$ cat src/rtl/uart_tx_sequencer.sv
// UART transmit sequencer: FIFO-buffered bytes framed onto tx at SAMPLE_RATE ticks per bit.
// Frame starts the cycle after a non-empty FIFO is seen in IDLE; data_ready drops only when the FIFO is full.
module uart_tx_sequencer #(
   parameter int SAMPLE_RATE = 16,
   parameter int DATA_BITS   = 8,
   parameter int FIFO_DEPTH  = 4,
   parameter int PARITY_EN   = 0,
   parameter int PARITY_ODD  = 0,
   parameter int STOP_BITS   = 1
) (
   input  logic                                 clock,
   input  logic                                 reset_n,
   input  logic [DATA_BITS-1:0]                 data_in,
   input  logic                                 data_valid,
   output logic                                 data_ready,
   input  logic                                 tick,
   output logic                                 start_tx,
   output logic                                 tx,
   output logic                                 busy,
   output logic [$clog2(FIFO_DEPTH+1)-1:0]      fifo_count
);

   localparam int CW = $clog2(FIFO_DEPTH + 1);
   localparam int PW = $clog2(FIFO_DEPTH);
   localparam int TW = $clog2(SAMPLE_RATE);
   localparam int BW = $clog2(DATA_BITS);

   typedef enum logic [2:0] {IDLE, START, DATA, PARITY, STOP} state_t;

   state_t                 state;
   logic [DATA_BITS-1:0]   mem [FIFO_DEPTH];
   logic [PW-1:0]          wr_ptr;
   logic [PW-1:0]          rd_ptr;
   logic [DATA_BITS-1:0]   shift;
   logic [DATA_BITS-1:0]   frame_dat;
   logic [TW-1:0]          tick_cnt;
   logic [BW-1:0]          bit_cnt;
   logic                   stop_cnt;
   logic                   push;
   logic                   pop;
   logic                   parity_bit;

   assign data_ready = (fifo_count != CW'(FIFO_DEPTH));
   assign push       = data_valid & data_ready;
   assign pop        = (state == IDLE) && (fifo_count != '0);
   assign start_tx   = pop;
   assign busy       = (state != IDLE) || (fifo_count != '0);
   // Parity comes from the byte as popped; the shifter is consumed by then.
   assign parity_bit = (^frame_dat) ^ (PARITY_ODD != 0);

   always_ff @(posedge clock) begin
      if (push)
         mem[wr_ptr] <= data_in;
   end

   always_ff @(posedge clock or negedge reset_n) begin
      if (!reset_n) begin
         wr_ptr     <= '0;
         rd_ptr     <= '0;
         fifo_count <= '0;
      end else begin
         if (push)
            wr_ptr <= wr_ptr + 1'b1;
         if (pop)
            rd_ptr <= rd_ptr + 1'b1;
         case ({push, pop})
            2'b10:   fifo_count <= fifo_count + 1'b1;
            2'b01:   fifo_count <= fifo_count - 1'b1;
            default: fifo_count <= fifo_count;
         endcase
      end
   end

   always_ff @(posedge clock or negedge reset_n) begin
      if (!reset_n) begin
         state     <= IDLE;
         tx        <= 1'b1;
         shift     <= '0;
         frame_dat <= '0;
         tick_cnt  <= '0;
         bit_cnt   <= '0;
         stop_cnt  <= 1'b0;
      end else if (state == IDLE) begin
         tx <= 1'b1;
         if (pop) begin
            shift     <= mem[rd_ptr];
            frame_dat <= mem[rd_ptr];
            tick_cnt  <= '0;
            bit_cnt   <= '0;
            stop_cnt  <= 1'b0;
            tx        <= 1'b0;
            state     <= START;
         end
      end else if (tick) begin
         if (tick_cnt != TW'(SAMPLE_RATE - 1)) begin
            tick_cnt <= tick_cnt + 1'b1;
         end else begin
            tick_cnt <= '0;
            case (state)
               START: begin
                  tx      <= shift[0];
                  shift   <= shift >> 1;
                  bit_cnt <= '0;
                  state   <= DATA;
               end
               DATA: begin
                  if (bit_cnt == BW'(DATA_BITS - 1)) begin
                     stop_cnt <= 1'b0;
                     if (PARITY_EN != 0) begin
                        tx    <= parity_bit;
                        state <= PARITY;
                     end else begin
                        tx    <= 1'b1;
                        state <= STOP;
                     end
                  end else begin
                     tx      <= shift[0];
                     shift   <= shift >> 1;
                     bit_cnt <= bit_cnt + 1'b1;
                  end
               end
               PARITY: begin
                  tx       <= 1'b1;
                  stop_cnt <= 1'b0;
                  state    <= STOP;
               end
               STOP: begin
                  if (stop_cnt == 1'(STOP_BITS - 1))
                     state <= IDLE;
                  else
                     stop_cnt <= 1'b1;
               end
               default: state <= IDLE;
            endcase
         end
      end
   end

endmodule

$ cat config.mk
export PLATFORM = sky130hd
export DESIGN_NAME = uart_tx_sequencer
export DESIGN_NICKNAME = d
export VERILOG_FILES = /design/src/rtl/uart_tx_sequencer.sv
export SDC_FILE = /design/constraint.sdc
export NUM_CORES = 1
export LEC_CHECK = 0
export BUFFER_PORTS_ARGS = -buffer_cell sky130_fd_sc_hd__buf_2
export CORE_MARGIN = 2
export CORE_UTILIZATION = 54
export CTS_CLUSTER_DIAMETER = 40
export CTS_CLUSTER_SIZE = 40
export DETAILED_ROUTE_END_ITERATION = 8
export PLACE_DENSITY = 0.73
export SLEW_MARGIN = 25
export SYNTH_ARGS = -nofsm -noshare
export SYNTH_HDL_FRONTEND = slang
export SYNTH_SLANG_ARGS = --single-unit
$ cat constraint.sdc
create_clock -name clock -period 2.8 [get_ports clock]
set_input_delay 0.28 -clock clock [delete_from_list [all_inputs] [get_ports clock]]
set_output_delay 0.28 -clock clock [all_outputs]
set_load 0.005 [all_outputs]
==> impl_metrics.py <==
metrics = {
    "synthesis": {
        "synth-async-reset-ratio": 0.448,
        "synth_most_common_cell": "edfxtp_1",
        "yosys-top-cells-area": "edfxtp_1 (37%), dfrtp_1 (24%), mux4_2 (6.9%), mux2_4 (5.1%), ha_1 (3.8%)",
        "post_synth_inst_count": 176,
        "synth-warning-count": 0,
        "yosysTopAreaCell": "edfxtp_1",
        "synthDistinctLibCells": 38,
        "synth_nets": 197,
        "synth-edff-count": 32,
        "synthesis.area_um2": 2630,
        "syn_area_per_cell_um2": 14.9,
        "synth.top_cells.by_count": "edfxtp_1 (32), dfrtp_1 (25), nand2_1 (22)",
        "synth_top_area_share": 0.366,
        "synth.ff_latch_count": 58,
        "synth_sequential_area_ratio": 0.614,
        "synth_ff_type": "edfxtp_1",
    },
    "pwr": {
        "comb_power_share": 0.291,
        "static-leakage-power_uw": 0.00123,
        "switching_component_of_the_power_uw": 1000,
        "swShare": 0.314,
        "power.share.clock": 0.271,
        "p_int_uw": 2190,
        "p_per_area_nw_per_um2": 1070,
        "vdd.ir_drop.worst_mv": 0.594,
        "share_seq_of_total_power": 0.438,
    },
    "global_routing": {
        "globalRouteMet3Util": 0.0521,
        "grt_remaining_overflow": 0,
        "grtUsageMet2": 0.291,
        "largest_net_degree_at_the_start_of_global_routing": 27,
        "met1_track_utilization_from_global_routing": 0.246,
        "grt_antenna_before_repair": 0,
        "track_usage": 0.192,
        "global_route.peak_usage_layer": "met2",
        "first_global_vias": 1508,
        "grt_pass1_wl_um": 7390,
    },
    "sta": {
        "rsz_0062_raised_after_global_routing": "false",
        "min_period_over_period": 0.821,
        "clock-skew-final_ns": 0.00280,
        "setup_viol": 0,
        "tns_ns": 0,
        "final.min_clock_period_ns": 2.30,
        "timing.final.max_slew_violations": 0,
        "finalHoldViolations": 0,
        "max_clock_freq_mhz": 435,
        "max-slew-margin-rel": 0.599,
        "worstMarginPinSlew_ns": 0.602,
    },
    "floorplan": {
        "die_w_um": 73.7,
        "core_um2": 4690,
        "die_area_um2": 5430,
        "floorplan.initialDensity": 0.559,
        "row_count": 25,
        "ios": 19,
        "die_h_um": 73.7,
    },
    "worst_setup_path": {
        "crit_path_cell_trace": "or3_4, nor2_4, ha_1, fa_1, mux2_2",
        "critPathMaxFanout": 12,
        "criticalPathCategory": "reg -> reg",
        "worstPathRequired_ns": 3.02,
        "crit_path_max_incr_delay_ns": 0.51,
        "timing.critical_path.arrival_ns": 2.52,
        "timing.critical_path.to_type": "flip-flop",
        "cp_slowest_cell": "or3_4",
        "critical_path.startpoint_type": "flip-flop",
        "reg2reg_depth": 5,
    },
    "placement": {
        "place_inst": 241,
        "numPortBuffers": 18,
        "finalWeightedCongestion": 0.775,
        "dp_hpwl_um": 3030,
    },
    "route": {
        "drt-pass1-iter-count": 4,
        "wl_per_cell_um": 17.2,
        "initialDrtViolationCount": 124,
        "route.vias.total": 1466,
        "postRouteWirelength_um": 4440,
        "drc_errors": 0,
        "antenna_left": 0,
        "vias_per_cell": 5.68,
    },
    "finish": {
        "final_cell_count_no_fill": 258,
        "fin_nets": 220,
        "layout-drive-gt1-share": 0.314,
        "num-fill-cells": 337,
        "n_antenna_cell": 0,
        "areaGrowthSynthToFinish_pct": 13.1,
    },
    "cts": {
        "clock-sinks": 58,
        "cts_made_buffers": 9,
        "post_cts.repair.setup_buffers": 0,
        "path_clk_slew_ns": 0.06,
        "worstSkewPairLatency_ns": 0.34,
        "cts-root-to-sink-buffers": 2,
        "clock_tree_from_tritoncts": "yes",
        "cts_hold_repair.buffers": 1,
        "post_cts_resize_count": 0,
        "cts-root-buf": "clkbuf_8",
        "cts_htree_levels": 3,
    },
    "worst_hold_path": {
        "timing.hold.worst_path_depth": 1,
        "hp-class": "in -> reg",
    },
    "flow_run": {
        "maxCapViolations": 0,
    },
    "status": {
        "run_status": "completed",
    },
}
[layout by cell type (no fill, tap or decap), types with 2 or more instances in the layout]
cell / netlist / routed
nor3_1: 4 / 4
nand2_1: 22 / 22
clkbuf_8: 0 / 10
dfrtp_1: 25 / 25
inv_1: 5 / 5
ha_1: 8 / 8
or3_4: 2 / 2
nor2_1: 3 / 3
mux2_4: 9 / 9
and3_1: 7 / 7
buf_2: 3 / 18
xor2_1: 2 / 2
a32o_1: 2 / 2
a21oi_1: 2 / 2
mux2_2: 4 / 4
xnor2_1: 4 / 4
nand2b_1: 3 / 3
bufinv_16: 0 / 2
o21ai_0: 9 / 9
edfxtp_1: 32 / 32
mux4_2: 8 / 8
nand4_1: 2 / 2
clkinvlp_4: 0 / 2
[power groups by stage]
stage               clock [uW]  sequential (uW)  combinational (uW)
floorplan                    0             1290                 829
global placement             0             1380                 877
detailed placement           0             1410                 928
CTS                        882             1400                 943
global route               920             1430                1030
finish                     865             1400                 928
[worst max-delay path: cells and delay by family (launching register included)]
| kind | cells | cell delay (ns) |
|---|---|---|
| flops | 1 | 0.47 |
| fa+ha+maj | 2 | 0.70 |
| mux | 1 | 0.29 |
| simple gates | 2 | 0.72 |
[worst paths after layout]
kind / end / slack (ns) / start
max in group asynchronous: wr_ptr[0] / 1.95 / reset_n
setup / recovery: fifo_count[1] / 0.50 / state[0]
setup reg to reg: fifo_count[1] / 0.50 / state[0]
min in group asynchronous: shift[3] / 0.47 / reset_n
hold / removal: mem[2][7] / 0.14 / data_in[7]
hold reg to reg: bit_cnt[1] / 0.52 / bit_cnt[1]
[per-stage QoR]
step | hold slack (ns) | power, uW | utilization | worst slack [ns] | cell area [um2]
floorplan | -0.0156 | 2120 | - | 0.753 | 2630
global placement | 0.303 | 2260 | 0.582 | 0.664 | 2730
detailed placement | 0.319 | 2340 | 0.582 | 0.544 | 2730
CTS | 0.132 | 3220 | 0.633 | 0.494 | 2970
global route | 0.149 | 3380 | 0.633 | 0.403 | 2970
finish | 0.145 | 3190 | 0.633 | 0.500 | 2970
[cells by family after synthesis]
family | count (synthesis) | synth area share
AO/OA/AOI/OAI | 18 | 0.0434
multiplexers | 22 | 0.141
adder cells (fa/ha/maj) | 9 | 0.0458
XOR/XNOR | 6 | 0.0200
flip-flops | 58 | 0.614
AND/OR/NAND/NOR | 50 | 0.106
buffers and inverters | 13 | 0.0291
[per-layer routing]
layer / share of wire / routed length (um) / vias up
met5: 0 / 0 / -
met4: 0.031 / 136 / 0
met3: 0.032 / 143 / 14
met2: 0.49 / 2180 / 30
met1: 0.44 / 1970 / 724
li1: - / - / 698
[state kept, by name (all words and copies together) (netlist names)]
name,count
state,3
shift,8
mem,32
tx,1
fifo_count,3
wr_ptr,2
tick_cnt,4
rd_ptr,2
bit_cnt,3
[final cells by class]
| type | instances | area (um2) | area share |
|---|---|---|---|
| clock inverter | 6 | 88.8 | 0.0299 |
| timing repair buffer | 20 | 108 | 0.0362 |
| tap | 54 | 67.6 | 0.0228 |
| clock buffer | 10 | 138 | 0.0464 |
| sequential | 58 | 1610 | 0.543 |
| inverter | 5 | 18.8 | 0.00632 |
| multi-input combinational | 105 | 936 | 0.315 |
(Power assumes the default switching activity.)
